File: src/rtl/ones_pkg.sv
// ones_pkg: shared FSM states, defaults and the clamped thermometer reference function
package ones_pkg;
    typedef enum logic [1:0] {IDLE, SHIFT, DONE} state_t;
    localparam int FRAME_LEN_DEFAULT = 3;
    function automatic logic [31:0] thermo_of(input int unsigned count, input int unsigned frame_len);
        int unsigned n;
        n = (count > frame_len) ? frame_len : count;
        return (n >= 32) ? '1 : (32'd1 << n) - 32'd1;
    endfunction
endpackage

File: src/rtl/ones_frame_shifter.sv
// ones_frame_shifter: loadable down-counting bit index with MSB-first serial select
module ones_frame_shifter #(
    parameter int FRAME_LEN = 3,
    parameter int IW = 2
) (
    input  logic                 clk,
    input  logic                 rst,
    input  logic                 load,
    input  logic                 active,
    input  logic [FRAME_LEN-1:0] thermo,
    output logic                 sout,
    output logic                 sout_valid,
    output logic                 frame_done
);
    logic [IW-1:0] idx;
    always_ff @(posedge clk) begin
        if (rst) idx <= '0;
        else if (load) idx <= IW'(FRAME_LEN - 1);
        else if (active && idx != '0) idx <= idx - IW'(1);
    end
    assign sout_valid = active;
    assign sout = active & thermo[idx];
    assign frame_done = active && idx == '0;
endmodule

File: src/rtl/ones_pattern_gen.sv
// ones_pattern_gen: regenerates a thermometer pattern from a ones count and shifts it out MSB-first
module ones_pattern_gen
    import ones_pkg::*;
#(
    parameter int FRAME_LEN = FRAME_LEN_DEFAULT,
    parameter int CNT_W = 2
) (
    input  logic                 clk,
    input  logic                 rst,
    input  logic                 start,
    input  logic [CNT_W-1:0]     count,
    output logic                 ready,
    output logic [FRAME_LEN-1:0] thermo,
    output logic                 sout,
    output logic                 sout_valid,
    output logic                 frame_done,
    output logic                 err
);
    localparam int IW = FRAME_LEN > 1 ? $clog2(FRAME_LEN) : 1;
    state_t state, state_nx;
    logic accept, over;
    logic [CNT_W:0] cnt_c;
    always_comb begin
        accept = state == IDLE && start;
        over = {1'b0, count} > (CNT_W+1)'(FRAME_LEN);
        cnt_c = over ? (CNT_W+1)'(FRAME_LEN) : {1'b0, count};
        state_nx = state == IDLE  ? (start ? SHIFT : IDLE) :
                   state == SHIFT ? (frame_done ? DONE : SHIFT) : IDLE;
    end
    always_ff @(posedge clk) begin
        if (rst) begin
            state <= IDLE;
            thermo <= '0;
            err <= 1'b0;
        end else begin
            state <= state_nx;
            err <= accept && over;
            if (accept) thermo <= FRAME_LEN'(thermo_of(32'(cnt_c), FRAME_LEN));
        end
    end
    assign ready = state == IDLE;
    ones_frame_shifter #(.FRAME_LEN(FRAME_LEN), .IW(IW)) u_shift (
        .clk(clk),
        .rst(rst),
        .load(accept),
        .active(state == SHIFT),
        .thermo(thermo),
        .sout(sout),
        .sout_valid(sout_valid),
        .frame_done(frame_done)
    );
endmodule
File: config.mk
export PLATFORM = sky130hd
export DESIGN_NAME = ones_pattern_gen
export DESIGN_NICKNAME = d
export VERILOG_FILES = /design/src/rtl/ones_pkg.sv /design/src/rtl/ones_frame_shifter.sv /design/src/rtl/ones_pattern_gen.sv
export SDC_FILE = /design/constraint.sdc
export NUM_CORES = 1
export LEC_CHECK = 0
export ABC_AREA = 1
export CAP_MARGIN = 40
export CORE_AREA = 2 2 39 41
export CTS_CLUSTER_DIAMETER = 200
export DETAILED_ROUTE_END_ITERATION = 6
export DIE_AREA = 0 0 41 43
export PLACE_DENSITY = 0.59
export SLEW_MARGIN = 20
export SYNTH_ARGS = -nofsm -noshare
export SYNTH_HDL_FRONTEND = slang
export SYNTH_SLANG_ARGS = --single-unit
File: constraint.sdc
create_clock -name clk -period 3.7 [get_ports clk]
set_clock_uncertainty 0.1 [all_clocks]
set_input_delay 0.37 -clock clk [delete_from_list [all_inputs] [get_ports clk]]
set_output_delay 0.37 -clock clk [all_outputs]
set_load 0.02 [all_outputs]
* Word-level counts from Yosys, hierarchy flattened
Cells that the tools add are included.
** Storage, ports and cells
- Logic and storage cells :: 30
- Register bits :: 7
- Bits of input ports :: 5
- Output and inout bits :: 8
** Cells by class
- Multiplexer cells :: 10
- Reduce and logical (&&, ||, !) cells :: 8
- Bitwise gates (word level) :: 1
- Shifts and indexed selects :: 1
- Equal/unequal tests :: 1
- Order comparisons :: 3
- $add $sub $neg :: 2
** Operators with widths (number)
- $mux 2 :: 6
- $ge 2x6->1 const B :: 1
- $logic_not 2->1 :: 2
- $reduce_bool 2->1 :: 2
- $logic_and 1x1->1 :: 3
- $lt 2x3->1 const B :: 1
- $mux 3 :: 1
- $shl 1x2->3 const A :: 1
- $sub 3x1->3 const B :: 1
- $bmux 1 s2 :: 1
- $eq 2x1->1 const B :: 1
- $gt 2x2->1 const B :: 1
- $mux 1 :: 2
- $reduce_or 2->1 :: 1
- $sub 2x1->2 const B :: 1
- $and 1x1->1 :: 1

* Longest topological paths before layout
- Depth in word-level cells :: 5
- Mapped depth :: 7
- Mapped depth without buffers :: 7

* Cells and area by module
A second synthesis with hierarchy kept.
** Unflattened totals
- Cell total of the unflattened synthesis :: 64
- Area, all modules :: 407.9 µm²
** By module, submodules not included
- ones_pattern_gen :: times used 1, area each 246.5 µm², sequential area each 100.1 µm², cells each 35
- ones_frame_shifter :: times used 1, area each 161.4 µm², sequential area each 40.0 µm², cells each 29

* Least setup slack after synthesis
No wires, ideal clock.
- Kind :: register -> output
- Start point :: register state[1]
- End point :: output port sout
- Required time :: 3.230 ns
- Path slack :: 2.095 ns
- Data arrival time :: 1.135 ns
- Stages on the path, launching flop included :: 6
- Buffers on the path :: 0
- Cell sequence :: dfxtp_1 -> inv_1 -> nand2_1 -> inv_1 -> nand2_1 -> nor3_1
** On the way
- Cells in the longest elaborated chain, start to end :: 2
** Ends and longest elaborated chain
- start, declared :: RTL line ones_pattern_gen.sv:20 : state_t state, state_nx;
- start signal, assigned :: RTL line ones_pattern_gen.sv:36 : state <= state_nx;
- $eq 2x1->1 :: RTL line ones_pattern_gen.sv:46 : .active(state == SHIFT),
- via sout_valid :: RTL line ones_pattern_gen.sv:15 : output logic sout_valid,
- $and 1x1->1 :: RTL line ones_frame_shifter.sv:22 : assign sout = active & thermo[idx];
- end, declared :: RTL line ones_pattern_gen.sv:14 : output logic sout,
The timed path passes the listed nets, and every way through them passes these cells.

* Final worst setup path
- Start point :: register state[1]
- End point :: output port sout
** On the way
- Cells in the longest elaborated chain, start to end :: 2
** Ends and longest elaborated chain (RTL line)
- $eq 2x1->1 :: ones_pattern_gen.sv:46
- $and 1x1->1 :: ones_frame_shifter.sv:22
Every way passes these cells.

==> metrics list <==
- The flow ran to the end, and the final reports show no timing, DRC or antenna violations.
- Post-route ant nets: 0
- Cell chosen for the clock root: sky130_fd_sc_hd__clkbuf_4
* Setup CP Type: register to primary output
* Count of TritonRoute iterations in the first routing pass: 3
- Top Layer Used: met4
* Leading cell types in the layout, fill and taps excluded: 11 x sky130_fd_sc_hd__clkdlybuf4s50_1, 10 x sky130_fd_sc_hd__inv_1, 10 x sky130_fd_sc_hd__nand2_1
* Initial antenna violation count: 0
* Number of global-route vias before repair: 285
- Crit path arrival time: 1.64 ns
- Along the worst path, the maximum fanout reaches 3.
* Placeable core area: 1380 um^2
- Setup slack on the critical path of the routed design comes to 1.59 ns.
- The number of clock buffers added by TritonCTS is 3.
* Worst-case clock buffer depth: 2
- Via count: 333
- The clock drives 7 sinks.
- Worst-case vdd ir drop: 0.156 mV
- Post-CTS Setup Bufs: 0
- After layout, the minimum clock period comes to 2.11 ns.
- In this run, post-CTS repair resized a total of 0 instances.
- Detailed placement finished with a half-perimeter wire length of 554 um.
- The Yosys step of the flow raised 0 warnings.
* GRT Residual Overflow: 0
* Number of max-cap violations: 0
- Comb pwr share: 0.241
* Required @ worst endpoint: 3.23 ns
* Power share of the sequential group: 0.421
* Gr usage total: 0.101
- FF+latch count, synth: 7
- For this run, design rule violations remaining after detail routing come to 0.
- In this run the power spent charging and discharging nets is 57.3 uW.
* Power density of the placed cells: 418 nW/um^2
- The detailed router put a total of 331 um of wire on met1.
- Fraction of post-synthesis cell area in the top cell type by area: 0.423
- For this run, the post-layout net count is 69.
* Final clock period utilization by the worst path: 0.570
* Met2 Wirelength: 329 um
* Most frequent standard cell in the layout excluding fill and tap cells: sky130_fd_sc_hd__clkdlybuf4s50_1
- Clock share of power: 0.338
* Die footprint: 1760 um^2
- Routability-driven placement finished with a final weighted congestion of 0.682.
* Final wirelength: 725 um
* Kind of launch point of the worst setup path: register
- Leak Pwr: 0.000220 uW
- In this run the cell area of the synthesized design comes to 332 um^2.
* Effective utilization at floorplan: 0.240
- Share of final-layout standard cells stronger than drive strength 1: 0.0806
- Number of failing hold endpoints at the final stage: 0
- The worst hold path belongs to the class register to register.
- The number of antenna diodes in the final layout is 0.
- Chip Width: 41 um
- TritonCTS built the clock tree.
- Global-route wire length before repair: 1110 um
- Before CTS, the worst setup slack after placement is 1.85 ns.
- Highest Clock Rate: 474 MHz
* Number of standard-cell rows in the floorplan: 14
* Final setup fails: 0
- Measured along the y axis, the die boundary spans 43 um.
- Final Cell Area: 480 um^2
- Post-Synthesis Net Count: 54
- Placed instance area: 454 um^2
- After clock tree synthesis, the clock-pin slew on the worst setup and hold paths is 0.05 ns.
- Post-CTS Hold Buffers: 0
- Setup TNS: 0 ns
- Synthesis-to-layout area growth: 44.9%
- Counting distinct cell types in the post-synthesis netlist gives 15.
- A synthesized cell averages 6.91 um^2.
- Clk Latency, worst-skew pair: 0.25 ns
- Summed over all instances, the cell type with the most area after synthesis is sky130_fd_sc_hd__dfxtp_1.
* Ports placed on the boundary: 13
- Final count of pins violating max slew: 0
* DR vias/cell: 4.27
* Sequential area share after synthesis: 0.423
- Maximum number of pins on one net before global-route repair: 6
- Synthesis handed over a netlist of 48 instances.
- The first routing iteration left 2 violations.
- After detailed routing, the met3 layer carries 56 um of wire.
- Setup repair after global routing left no endpoint under its margin.
* Switching part of the total power: 0.285
- The worst setup path is captured at a primary output.
- In the post-synthesis netlist, the biggest area contributors are sky130_fd_sc_hd__dfxtp_1 42%, sky130_fd_sc_hd__inv_1 11%, sky130_fd_sc_hd__nand2_1 11%, sky130_fd_sc_hd__nand3_1 6.0%, sky130_fd_sc_hd__a21oi_1 4.5%.
* Internal power component: 144 uW
- Number of H-tree branching levels: 1
* Number of port buffers: 11
- Drt wl/cell: 9.29 um
-- per-stage QoR --
| step | total power, uW | util | instances | hold slack, ns |
|---|---|---|---|---|
| 2_1_floorplan | 114 | - | 48 | 0.339 |
| 4_1_cts | 205 | 0.347 | 78 | 0.379 |
| 6_report | 201 | 0.347 | 78 | 0.373 |
| 3_3_place_gp | 134 | 0.328 | 74 | 0.366 |
| 3_5_place_dp | 135 | 0.328 | 74 | 0.368 |
| 5_1_grt | 214 | 0.347 | 78 | 0.396 |
-- flip-flops by register name, indices dropped and copies added (netlist names) --
name / flops
thermo: 3
state: 2
u_shift.idx: 2
-- cells in the mapped netlist, drive strengths merged --
master  count
inv        10
o211ai      1
nor2        4
dfxtp       7
a21oi       3
nand4       1
nand2      11
buf         1
nand3       4
o21ai       1
nor3        3
conb        1
ha          1
-- power by group through the flow --
stage / Combinational (uW) / Sequential (uW) / Clock, uW
2_1_floorplan: 25.8 / 88.5 / 0
3_3_place_gp: 48.1 / 86.3 / 0
3_5_place_dp: 48.3 / 86.2 / 0
4_1_cts: 48.9 / 84.7 / 71.0
5_1_grt: 53.0 / 85.2 / 75.5
6_report: 48.4 / 84.6 / 67.9
-- worst paths after layout --
path                  start             end  slack, ns  cells after the start
max                state[1]            sout       1.59                      6
max reg2reg  u_shift.idx[0]  u_shift.idx[1]       2.41                      7
min reg2reg       thermo[0]       thermo[0]       0.37                      2
min               thermo[0]       thermo[0]       0.37                      2
-- area by class of cell --
type	instances	area (um^2)
fill	165	903
multi-input combinational	30	146
sequential	7	140
timing repair buffer	11	110
inverter	10	37.5
clock buffer	4	26.3
tap	16	20.0
-- worst max-delay path, stage by stage (launching register included) --
cell                              delay, ns
sky130_fd_sc_hd__dfxtp_1               0.31
sky130_fd_sc_hd__inv_1                 0.07
sky130_fd_sc_hd__nand2_1               0.07
sky130_fd_sc_hd__inv_1                 0.10
sky130_fd_sc_hd__nand2_1               0.06
sky130_fd_sc_hd__nor3_1                0.15
sky130_fd_sc_hd__clkdlybuf4s50_1       0.63
-- kinds of logic after synthesis --
family | Yosys count | share of synthesized area
other | 1 | 0.0113
buffers and inverters | 11 | 0.136
AOI/OAI and AO/OA | 5 | 0.0830
DFF | 7 | 0.423
and+or+nand+nor | 23 | 0.309
adders and majority gates | 1 | 0.0377
-- routing by layer --
layer	GRT usage	vias up
met5	0	-
met4	0.100	0
met3	0.0471	2
met2	0.138	11
met1	0.106	145
li1	-	175
Note: power is estimated with default switching activity, not from simulation.
